$ cat src/rtl/snn_pkg.sv
// Shared SNN types and helpers: LIF FSM states, lane widths, reset-mode encoding.
package snn_pkg;
  typedef enum logic [1:0] {IDLE, RUN, DRAIN} lif_state_t;

  localparam int VMEM_W = 8;
  localparam int CONV_W = VMEM_W + 1;

  localparam int RESET_ZERO = 0;
  localparam int RESET_SUB  = 1;

  // Spike vectors up to 64 lanes; callers zero-extend.
  function automatic logic [7:0] popcount(input logic [63:0] v);
    logic [7:0] c;
    c = '0;
    for (int i = 0; i < 64; i++) c = c + 8'(v[i]);
    return c;
  endfunction
endpackage

$ cat src/rtl/lif_writeback_if.sv
// Conv-beat input, vmem write port, spike-word output and tile control/status.
interface lif_wb_if #(
  parameter int NUM_PE = 8,
  parameter int ADDR_W = 8
);
  import snn_pkg::*;

  logic                       start;
  logic [ADDR_W-1:0]          num_beats;
  logic [ADDR_W-1:0]          base_addr;
  logic [VMEM_W-1:0]          vth;
  logic                       in_valid;
  logic                       in_ready;
  logic [NUM_PE*CONV_W-1:0]   conv_result;
  logic                       vm_wr_en;
  logic [ADDR_W-1:0]          vm_wr_addr;
  logic [NUM_PE*VMEM_W-1:0]   vm_wr_data;
  logic                       spk_valid;
  logic                       spk_ready;
  logic [NUM_PE-1:0]          spk_data;
  logic [ADDR_W-1:0]          spk_addr;
  logic [15:0]                spike_total;
  logic                       busy;
  logic                       done;

  modport master (
    output start, num_beats, base_addr, vth, in_valid, conv_result, spk_ready,
    input  in_ready, vm_wr_en, vm_wr_addr, vm_wr_data, spk_valid, spk_data,
           spk_addr, spike_total, busy, done
  );

  modport slave (
    input  start, num_beats, base_addr, vth, in_valid, conv_result, spk_ready,
    output in_ready, vm_wr_en, vm_wr_addr, vm_wr_data, spk_valid, spk_data,
           spk_addr, spike_total, busy, done
  );
endinterface

$ cat src/rtl/lif_lane.sv
// Per-lane LIF update: reset on fire, saturating leak otherwise.
module lif_lane
  import snn_pkg::*;
#(
  parameter logic [VMEM_W-1:0] LEAK       = 8'd1,
  parameter int                RESET_MODE = RESET_ZERO
) (
  input  logic [VMEM_W-1:0] v,
  input  logic              s,
  input  logic [VMEM_W-1:0] vth,
  output logic [VMEM_W-1:0] nv
);
  always_comb begin
    nv = '0;
    if (s) begin
      if (RESET_MODE == RESET_SUB) nv = (v > vth) ? v - vth : '0;
    end else begin
      nv = (v > LEAK) ? v - LEAK : '0;
    end
  end
endmodule

$ cat src/rtl/lif_writeback.sv
// LIF writeback stage: updates conv beats, writes vmem, emits one spike word per beat.
module lif_writeback
  import snn_pkg::*;
#(
  parameter int                NUM_PE     = 8,
  parameter int                ADDR_W     = 8,
  parameter logic [VMEM_W-1:0] LEAK       = 8'd1,
  parameter int                RESET_MODE = RESET_ZERO
) (
  input logic     clk,
  input logic     nrst,
  lif_wb_if.slave bus
);
  lif_state_t                     state;
  logic [ADDR_W-1:0]              addr, remaining;
  logic [NUM_PE-1:0][VMEM_W-1:0]  nv;
  logic [NUM_PE-1:0]              s;
  logic                           accept;
  logic [16:0]                    sum;

  for (genvar gi = 0; gi < NUM_PE; gi++) begin : g_lane
    assign s[gi] = bus.conv_result[CONV_W*gi];
    lif_lane #(.LEAK(LEAK), .RESET_MODE(RESET_MODE)) u_lane (
      .v  (bus.conv_result[CONV_W*gi+1 +: VMEM_W]),
      .s  (s[gi]),
      .vth(bus.vth),
      .nv (nv[gi])
    );
  end

  assign bus.in_ready = (state == RUN) && (!bus.spk_valid || bus.spk_ready);
  assign accept       = bus.in_valid && bus.in_ready;
  assign bus.busy     = (state != IDLE);
  assign sum          = {1'b0, bus.spike_total} + 17'(popcount(64'(s)));

  always_ff @(posedge clk or negedge nrst) begin
    if (!nrst) begin
      state           <= IDLE;
      addr            <= '0;
      remaining       <= '0;
      bus.vm_wr_en    <= 1'b0;
      bus.vm_wr_addr  <= '0;
      bus.vm_wr_data  <= '0;
      bus.spk_valid   <= 1'b0;
      bus.spk_data    <= '0;
      bus.spk_addr    <= '0;
      bus.spike_total <= '0;
      bus.done        <= 1'b0;
    end else begin
      bus.done     <= 1'b0;
      bus.vm_wr_en <= 1'b0;
      // Drain first; an accept in the same cycle reloads the register below.
      if (bus.spk_valid && bus.spk_ready) bus.spk_valid <= 1'b0;

      if (accept) begin
        bus.vm_wr_en    <= 1'b1;
        bus.vm_wr_addr  <= addr;
        bus.vm_wr_data  <= nv;
        bus.spk_valid   <= 1'b1;
        bus.spk_data    <= s;
        bus.spk_addr    <= addr;
        bus.spike_total <= sum[16] ? 16'hFFFF : sum[15:0];
        addr            <= addr + 1'b1;
        remaining       <= remaining - 1'b1;
      end

      case (state)
        IDLE: if (bus.start) begin
          bus.spike_total <= '0;
          addr            <= bus.base_addr;
          remaining       <= bus.num_beats;
          if (bus.num_beats == '0) bus.done <= 1'b1;
          else                     state    <= RUN;
        end
        RUN:   if (accept && remaining == 1) state <= DRAIN;
        DRAIN: if (!bus.spk_valid || bus.spk_ready) begin
          state    <= IDLE;
          bus.done <= 1'b1;
        end
        default: state <= IDLE;
      endcase
    end
  end
endmodule

$ cat src/flat_wrapper.sv
// flat-port wrapper written by rule: the top's interface ports become plain ports
module lif_writeback_flat import snn_pkg::*;
#(
  parameter int                NUM_PE     = 8,
  parameter int                ADDR_W     = 8,
  parameter logic [VMEM_W-1:0] LEAK       = 8'd1,
  parameter int                RESET_MODE = RESET_ZERO
)
  (clk, nrst, bus_start, bus_num_beats, bus_base_addr, bus_vth, bus_in_valid, bus_conv_result, bus_spk_ready, bus_in_ready, bus_vm_wr_en, bus_vm_wr_addr, bus_vm_wr_data, bus_spk_valid, bus_spk_data, bus_spk_addr, bus_spike_total, bus_busy, bus_done);
  lif_wb_if #(.NUM_PE(NUM_PE), .ADDR_W(ADDR_W)) bus_i ();
  input logic clk;
  input logic nrst;
  input wire logic [$bits(bus_i.start)-1:0] bus_start;
  input wire logic [$bits(bus_i.num_beats)-1:0] bus_num_beats;
  input wire logic [$bits(bus_i.base_addr)-1:0] bus_base_addr;
  input wire logic [$bits(bus_i.vth)-1:0] bus_vth;
  input wire logic [$bits(bus_i.in_valid)-1:0] bus_in_valid;
  input wire logic [$bits(bus_i.conv_result)-1:0] bus_conv_result;
  input wire logic [$bits(bus_i.spk_ready)-1:0] bus_spk_ready;
  output wire logic [$bits(bus_i.in_ready)-1:0] bus_in_ready;
  output wire logic [$bits(bus_i.vm_wr_en)-1:0] bus_vm_wr_en;
  output wire logic [$bits(bus_i.vm_wr_addr)-1:0] bus_vm_wr_addr;
  output wire logic [$bits(bus_i.vm_wr_data)-1:0] bus_vm_wr_data;
  output wire logic [$bits(bus_i.spk_valid)-1:0] bus_spk_valid;
  output wire logic [$bits(bus_i.spk_data)-1:0] bus_spk_data;
  output wire logic [$bits(bus_i.spk_addr)-1:0] bus_spk_addr;
  output wire logic [$bits(bus_i.spike_total)-1:0] bus_spike_total;
  output wire logic [$bits(bus_i.busy)-1:0] bus_busy;
  output wire logic [$bits(bus_i.done)-1:0] bus_done;
  assign bus_i.start = bus_start;
  assign bus_i.num_beats = bus_num_beats;
  assign bus_i.base_addr = bus_base_addr;
  assign bus_i.vth = bus_vth;
  assign bus_i.in_valid = bus_in_valid;
  assign bus_i.conv_result = bus_conv_result;
  assign bus_i.spk_ready = bus_spk_ready;
  assign bus_in_ready = bus_i.in_ready;
  assign bus_vm_wr_en = bus_i.vm_wr_en;
  assign bus_vm_wr_addr = bus_i.vm_wr_addr;
  assign bus_vm_wr_data = bus_i.vm_wr_data;
  assign bus_spk_valid = bus_i.spk_valid;
  assign bus_spk_data = bus_i.spk_data;
  assign bus_spk_addr = bus_i.spk_addr;
  assign bus_spike_total = bus_i.spike_total;
  assign bus_busy = bus_i.busy;
  assign bus_done = bus_i.done;
  lif_writeback #(.NUM_PE(NUM_PE), .ADDR_W(ADDR_W), .LEAK(LEAK), .RESET_MODE(RESET_MODE)) u_core (.clk(clk), .nrst(nrst), .bus(bus_i));
endmodule
$ cat config.mk
export PLATFORM = sky130hd
export DESIGN_NAME = lif_writeback_flat
export DESIGN_NICKNAME = d
export VERILOG_FILES = /design/src/rtl/snn_pkg.sv /design/src/rtl/lif_writeback_if.sv /design/src/rtl/lif_lane.sv /design/src/rtl/lif_writeback.sv /design/src/flat_wrapper.sv
export SDC_FILE = /design/constraint.sdc
export NUM_CORES = 1
export LEC_CHECK = 0
export CORE_MARGIN = 2
export CORE_UTILIZATION = 33
export DETAILED_ROUTE_END_ITERATION = 6
export PLACE_DENSITY = 0.73
export SLEW_MARGIN = 20
export SYNTH_ARGS = -nofsm -noshare
export SYNTH_HDL_FRONTEND = slang
export SYNTH_HIERARCHICAL = 1
export SYNTH_SLANG_ARGS = --single-unit
$ cat constraint.sdc
create_clock -name clk -period 3.1 [get_ports clk]
set_input_delay 0.93 -clock clk [delete_from_list [all_inputs] [get_ports clk]]
set_output_delay 0.93 -clock clk [all_outputs]
set_load 0.01 [all_outputs]
==> impl_metrics.toml, run 1 <==
[cells_and_area]
final_net_count = 1198
layout.core_utilization_pct = 48.9
stdcell_area_um2 = 10300
nFillCells = 2011
post_layout_nonfiller_instances = 1355
final_cell_mix = "nand2_1 (264), clkdlybuf4s50_1 (196), dfrtp_1 (117), nor2_1 (58), inv_1 (45)"
leading_cell_type_in_the_layout_fill_and_taps_excluded = "nand2_1"
antennaDiodeCount = 0
areaGrowthSynthToFinish_pct = 45.6
post_route_cells_drive_above_1_share_pct = 11.7

[floorplanning]
core-area_um2 = 21000
dieHeight_um = 150
floorplan.rows = 53
die-width_um = 150
io_pins = 210
dieArea_um2 = 22600
floorplan.initialDensity_pct = 33.6

[run_status]
status = "finished, violations left"
violations_in_the_final_reports = "setup timing"

[place]
dpl.hpwl_um = 14900
pre_cts_slack_ns = -1.70
buffer_ports.inserted = 201
placed_area_um2 = 9540
post-place-cells = 1318
place.gp.congestion = 0.897

[logic_synthesis]
synth_area_per_cell_um2 = 8.37
syn-num-nets = 975
yosys_most_used_dff = "dfrtp_1"
ys_ff_latch = 117
netlist_area_um2 = 7060
netlist_instances = 844
ys_warn_count = 6
asyncSetResetFlopFracSynth_pct = 100
synth_enable_flop_cells = 0
post_synth_cell_types = 49
synth_sequential_area_ratio_pct = 41.5

[sta]
period_needed_ns = 3.95
fin_worst_skew_ns = 0.00727
final_hold_viol_count = 0
maxSlewViolCount = 0
timing.slew.headroom_pct = 53.4
grt_setup_unrepaired = "yes"
tightestPinTransition_ns = 0.699
worst_slack_ns = -0.849
max_clock_freq_mhz = 253
setup_tns_ns = -11.20
period_share_pct = 127
setup_viol = 16

[cts]
ctsLongestPathBuffers = 2
cts-htree-levels = 4
holdBufCountCts = 0
clkSinkCount = 117
cts.reportedPaths.clkPinSlew_ns = 0.05
worst_skew_pair.late_latency_ns = 0.40
clock_tree_from_tritoncts = "yes"
tritoncts.num_buffers = 17
clockRootBuffer = "clkbuf_16"

[routing]
drtIter0Drc = 385
detail_route.wl_per_cell_um = 14.8
postRouteAntennaNets = 0
detail_route.vias_per_cell = 4.92
vias = 6670
detail_route.first_pass.iterations = 5
drc = 0
postRouteWirelength_um = 20100

[global_route]
first_global_vias = 6460
grt_residual_overflow = 0
grt_util_all_layers_pct = 17.9
global_route_wire_length_before_repair_um = 32300
grt_max_degree = 65
grt_antenna_before_repair = 0

[critical_path]
critical_path.top_delay_family = "adder cells"
ordered_cell_list_for_the_critical_path = "buf_8, fa_1, inv_2, fa_1, fa_1, fa_2, inv_2, fa_2, nand3_4, a2111oi_4, buf_6, nand4_1, xor2_1, a21oi_2"
worst-endpoint-required_ns = 3.43
cp_max_fanout = 7
worstPathBufferInverterCount = 4
worst_ep_arrival_time_ns = 4.28
timing.critical_path.from_type = "primary input"
crit_path_capture_type = "flop"
path_common_cell = "fa_1"
critPathKind = "in -> reg"
crit_path_top_delay_cell = "fa_1"
crit_path_max_incr_delay_ns = 0.55

[run]
max-cap-violations = 0

[power_and_ir_drop]
p_per_area_nw_per_um2 = 760
power.leakage_nw = 4.58
vdd_drop_max_mv = 0.348

[worst_hold_path]
worst_min_delay_path_class = "reg -> reg"
## metrics by stage
| stage | hold WS, ns | total power [mW] |
|---|---|---|
| detailed placement | 0.461 | 5.68 |
| global placement | 0.456 | 5.60 |
| CTS | 0.475 | 7.86 |
| finish | 0.472 | 7.81 |
| global route | 0.495 | 8.32 |
| floorplan | 0.459 | 3.95 |
## cell families after synthesis
family | synth area share [%]
compound gates | 12.9
xor+xnor | 4.59
fa+ha+maj | 5.85
buf+inv | 5.05
flops | 41.5
mux | 1.42
simple gates | 28.7
## worst reg2reg max path, cell delays in order, from the launching register on
cell,delay [ns]
dfrtp_1,0.34
inv_1,0.05
fa_1,0.51
fa_1,0.43
fa_2,0.36
inv_2,0.07
fa_2,0.22
nand3_4,0.10
a2111oi_4,0.38
buf_6,0.18
nand4_1,0.12
xor2_1,0.19
a21oi_2,0.13
## cell type report
type                       count  area, um2  share of cell area, %
inverter                      48        181                   1.77
sequential                   117       2930                   28.5
multi-input combinational    645       3870                   37.7
timing repair buffer         238       2340                   22.8
clock inverter                 8        121                   1.18
tap                          275        344                   3.35
clock buffer                  24        492                   4.78
## flip-flops by register name, summed over array words and instances, names as in the netlist
register / count
u_core/bus.done: 1
u_core/addr: 8
u_core/bus.spk_data: 8
u_core/bus.spk_valid: 1
u_core/remaining: 8
u_core/state: 2
u_core/bus.vm_wr_data: 64
u_core/bus.spk_addr: 8
u_core/bus.spike_total: 16
u_core/bus.vm_wr_en: 1
## routing by layer
layer / GRT usage [%] / vias to the layer above / routed length (um)
met5: 0 / - / 0
met4: 6.27 / 0 / 353
met3: 2.94 / 22 / 927
met2: 29.9 / 192 / 9630
met1: 23.5 / 3167 / 9180
li1: - / 3289 / -
## final timing paths
check,depth (start not counted),from,slack (ns),to
worst max-delay path,14,bus_conv_result[0],-0.85,u_core/bus.spike_total[10]
worst min-delay path,2,u_core/bus.vm_wr_data[19],0.47,u_core/bus.vm_wr_data[19]
worst max register to register,12,u_core/bus.spike_total[0],-0.04,u_core/bus.spike_total[10]
worst min register to register,2,u_core/bus.vm_wr_data[19],0.47,u_core/bus.vm_wr_data[19]
max in group asynchronous,2,nrst,1.94,u_core/bus.spk_data[0]
min in group asynchronous,1,nrst,0.50,u_core/bus.vm_wr_data[47]
## report_power, final
group / internal [mW] / leakage [nW] / switching [mW]
Clock: 1.35 / 0.300 / 0.680
Sequential: 2.06 / 1.50 / 0.438
Combinational: 1.74 / 2.78 / 1.55
Total: 5.15 / 4.58 / 2.66
## synth_stat cells (16+ instances only)
cell type | number | area, um2
nand3_1 | 19 | 95.1
nor2_1 | 58 | 218
clkbuf_1 | 16 | 60.1
ha_1 | 25 | 313
nor3_1 | 29 | 145
nand4b_1 | 16 | 140
xnor2_1 | 22 | 193
inv_1 | 47 | 176
nand2_1 | 264 | 991
a21oi_1 | 33 | 165
o21ai_0 | 38 | 190
dfrtp_1 | 117 | 2930
## timing repair
| action | CTS | global route |
|---|---|---|
| endpoints found under the hold margin | 0 | 0 |
| resized for setup | 29 | 8 |
| pin swaps | 19 | 21 |
| setup endpoints to repair | 17 | 16 |
| setup buffers | 2 | 3 |
Note: power is estimated with default switching activity, not from simulation.
==> run 2: changes to the inputs <==
--- a/config.mk
+++ b/config.mk
@@ -6,11 +6,12 @@
 export NUM_CORES = 1
 export LEC_CHECK = 0
 export CORE_MARGIN = 2
-export CORE_UTILIZATION = 33
+export CORE_UTILIZATION = 44
 export DETAILED_ROUTE_END_ITERATION = 6
-export PLACE_DENSITY = 0.73
+export PLACE_DENSITY = 0.89
 export SLEW_MARGIN = 20
 export SYNTH_ARGS = -nofsm -noshare
 export SYNTH_HDL_FRONTEND = slang
 export SYNTH_HIERARCHICAL = 1
 export SYNTH_SLANG_ARGS = --single-unit
+export TNS_END_PERCENT = 50
==> impl_metrics.toml, run 2 (synthesis gave the netlist of run 1 again) <==
[cts]
worst_skew_pair.late_latency_ns = 0.41
tritoncts.num_buffers = 17
ctsLongestPathBuffers = 2
cts.reportedPaths.clkPinSlew_ns = 0.05
holdBufCountCts = 0
clockRootBuffer = "clkbuf_16"
clkSinkCount = 117
clock_tree_from_tritoncts = "yes"
cts-htree-levels = 4

[floorplanning]
die-width_um = 131
floorplan.rows = 46
dieHeight_um = 131
core-area_um2 = 15800
io_pins = 210
dieArea_um2 = 17100
floorplan.initialDensity_pct = 44.8

[critical_path]
cp_max_fanout = 5
path_common_cell = "fa_1"
crit_path_capture_type = "flop"
crit_path_max_incr_delay_ns = 0.55
ordered_cell_list_for_the_critical_path = "buf_8, fa_1, inv_2, fa_1, fa_1, fa_2, inv_2, fa_2, nand3_4, a2111oi_4, buf_4, buf_4, nand3_4, nand3_2, o211ai_1"
worstPathBufferInverterCount = 5
worst_ep_arrival_time_ns = 4.26
critical_path.top_delay_family = "adder cells"
worst-endpoint-required_ns = 3.38
crit_path_top_delay_cell = "fa_1"
timing.critical_path.from_type = "primary input"
critPathKind = "in -> reg"

[global_route]
grt_util_all_layers_pct = 23.4
grt_antenna_before_repair = 0
first_global_vias = 6609
grt_max_degree = 75
global_route_wire_length_before_repair_um = 31800
grt_residual_overflow = 0

[cells_and_area]
final_cell_mix = "nand2_1 (264), clkdlybuf4s50_1 (196), dfrtp_1 (117), nor2_1 (58), inv_1 (45)"
stdcell_area_um2 = 10100
layout.core_utilization_pct = 63.9
final_net_count = 1194
regs_by_ff_count = "u_core/bus.vm_wr_data (64), u_core/bus.spike_total (16)"
areaGrowthSynthToFinish_pct = 42.7
registers.top_by_ff_count = "u_core/bus.vm_wr_data"
leading_cell_type_in_the_layout_fill_and_taps_excluded = "nand2_1"
post_layout_nonfiller_instances = 1288
post_route_cells_drive_above_1_share_pct = 11.0
number_of_flip_flops_under_the_largest_register_name = 64
antennaDiodeCount = 0

[routing]
postRouteAntennaNets = 0
detail_route.wl_per_cell_um = 15.4
detail_route.first_pass.iterations = 5
detail_route.vias_per_cell = 5.34
drc = 0
postRouteWirelength_um = 19900
vias = 6875
drtIter0Drc = 446

[power_and_ir_drop]
power.leakage_nw = 4.54
design_power_total_mw = 7.56
vdd_drop_max_mv = 0.461
p_per_area_nw_per_um2 = 750

[place]
place.gp.congestion = 0.926
buffer_ports.inserted = 201
post-place-cells = 1255
placed_area_um2 = 9430
dpl.hpwl_um = 14500
pre_cts_slack_ns = -1.75

[sta]
grt_setup_unrepaired = "yes"
period_share_pct = 129
worst_slack_ns = -0.889
timing.slew.headroom_pct = 64.7
final_hold_viol_count = 0
maxSlewViolCount = 0
max_clock_freq_mhz = 251
period_needed_ns = 3.99
whs_ns = 0.473
fin_worst_skew_ns = 0.00705
setup_viol = 16
tightestPinTransition_ns = 0.528
setup_tns_ns = -11.71

[run_status]
violations_in_the_final_reports = "setup timing"
status = "finished, violations left"

[run]
max-cap-violations = 0

[worst_hold_path]
worst_min_delay_path_class = "reg -> reg"
[run 2: final cells by class]
class / count / area, um2
Inverter: 48 / 180
Clock inverter: 6 / 55.1
Timing Repair Buffer: 234 / 2300
Fill cell: 1311 / 5690
Clock buffer: 22 / 474
Multi-Input combinational cell: 645 / 3870
Tap cell: 216 / 270
Sequential cell: 117 / 2930
[run 2: metal layers]
metal | wire length (um) | vias up | share of wire, % | GRT usage [%]
met5 | 0 | - | 0 | 0
met4 | 563 | 0 | 2.8 | 9.76
met3 | 1010 | 46 | 5.1 | 3.87
met2 | 9630 | 262 | 48 | 38.7
met1 | 8650 | 3271 | 44 | 30.6
li1 | - | 3296 | - | -
[run 2: timing repair]
action,in CTS,in global routing
pin swaps,15,15
endpoints found under the setup margin,17,16
gates resized for setup,28,9
setup buffers,2,3
cloned,1,0
[run 2: worst min-delay path, cell delays in order (launching register included)]
cell     delay (ns)
dfrtp_1        0.34
nand2_1        0.05
nand2_1        0.05
[run 2: power by group]
part | leakage, nW | total, mW | internal [mW] | switching, mW
clock network | 0.267 | 1.78 | 1.14 | 0.640
logic | 2.77 | 3.27 | 1.71 | 1.56
registers | 1.50 | 2.51 | 2.06 | 0.450
[run 2: final timing paths]
kind	from	endpoint	slack [ns]	depth (start not counted)
worst max register to register	u_core/bus.spike_total[0]	u_core/bus.spike_total[6]	-0.09	13
min in group asynchronous	nrst	u_core/bus.vm_wr_data[28]	0.48	1
worst min register to register	u_core/bus.vm_wr_data[20]	u_core/bus.vm_wr_data[20]	0.47	2
worst min-delay path	u_core/bus.vm_wr_data[20]	u_core/bus.vm_wr_data[20]	0.47	2
max in group asynchronous	nrst	u_core/bus.spk_valid	1.89	2
worst max-delay path	bus_conv_result[0]	u_core/bus.spike_total[6]	-0.89	15
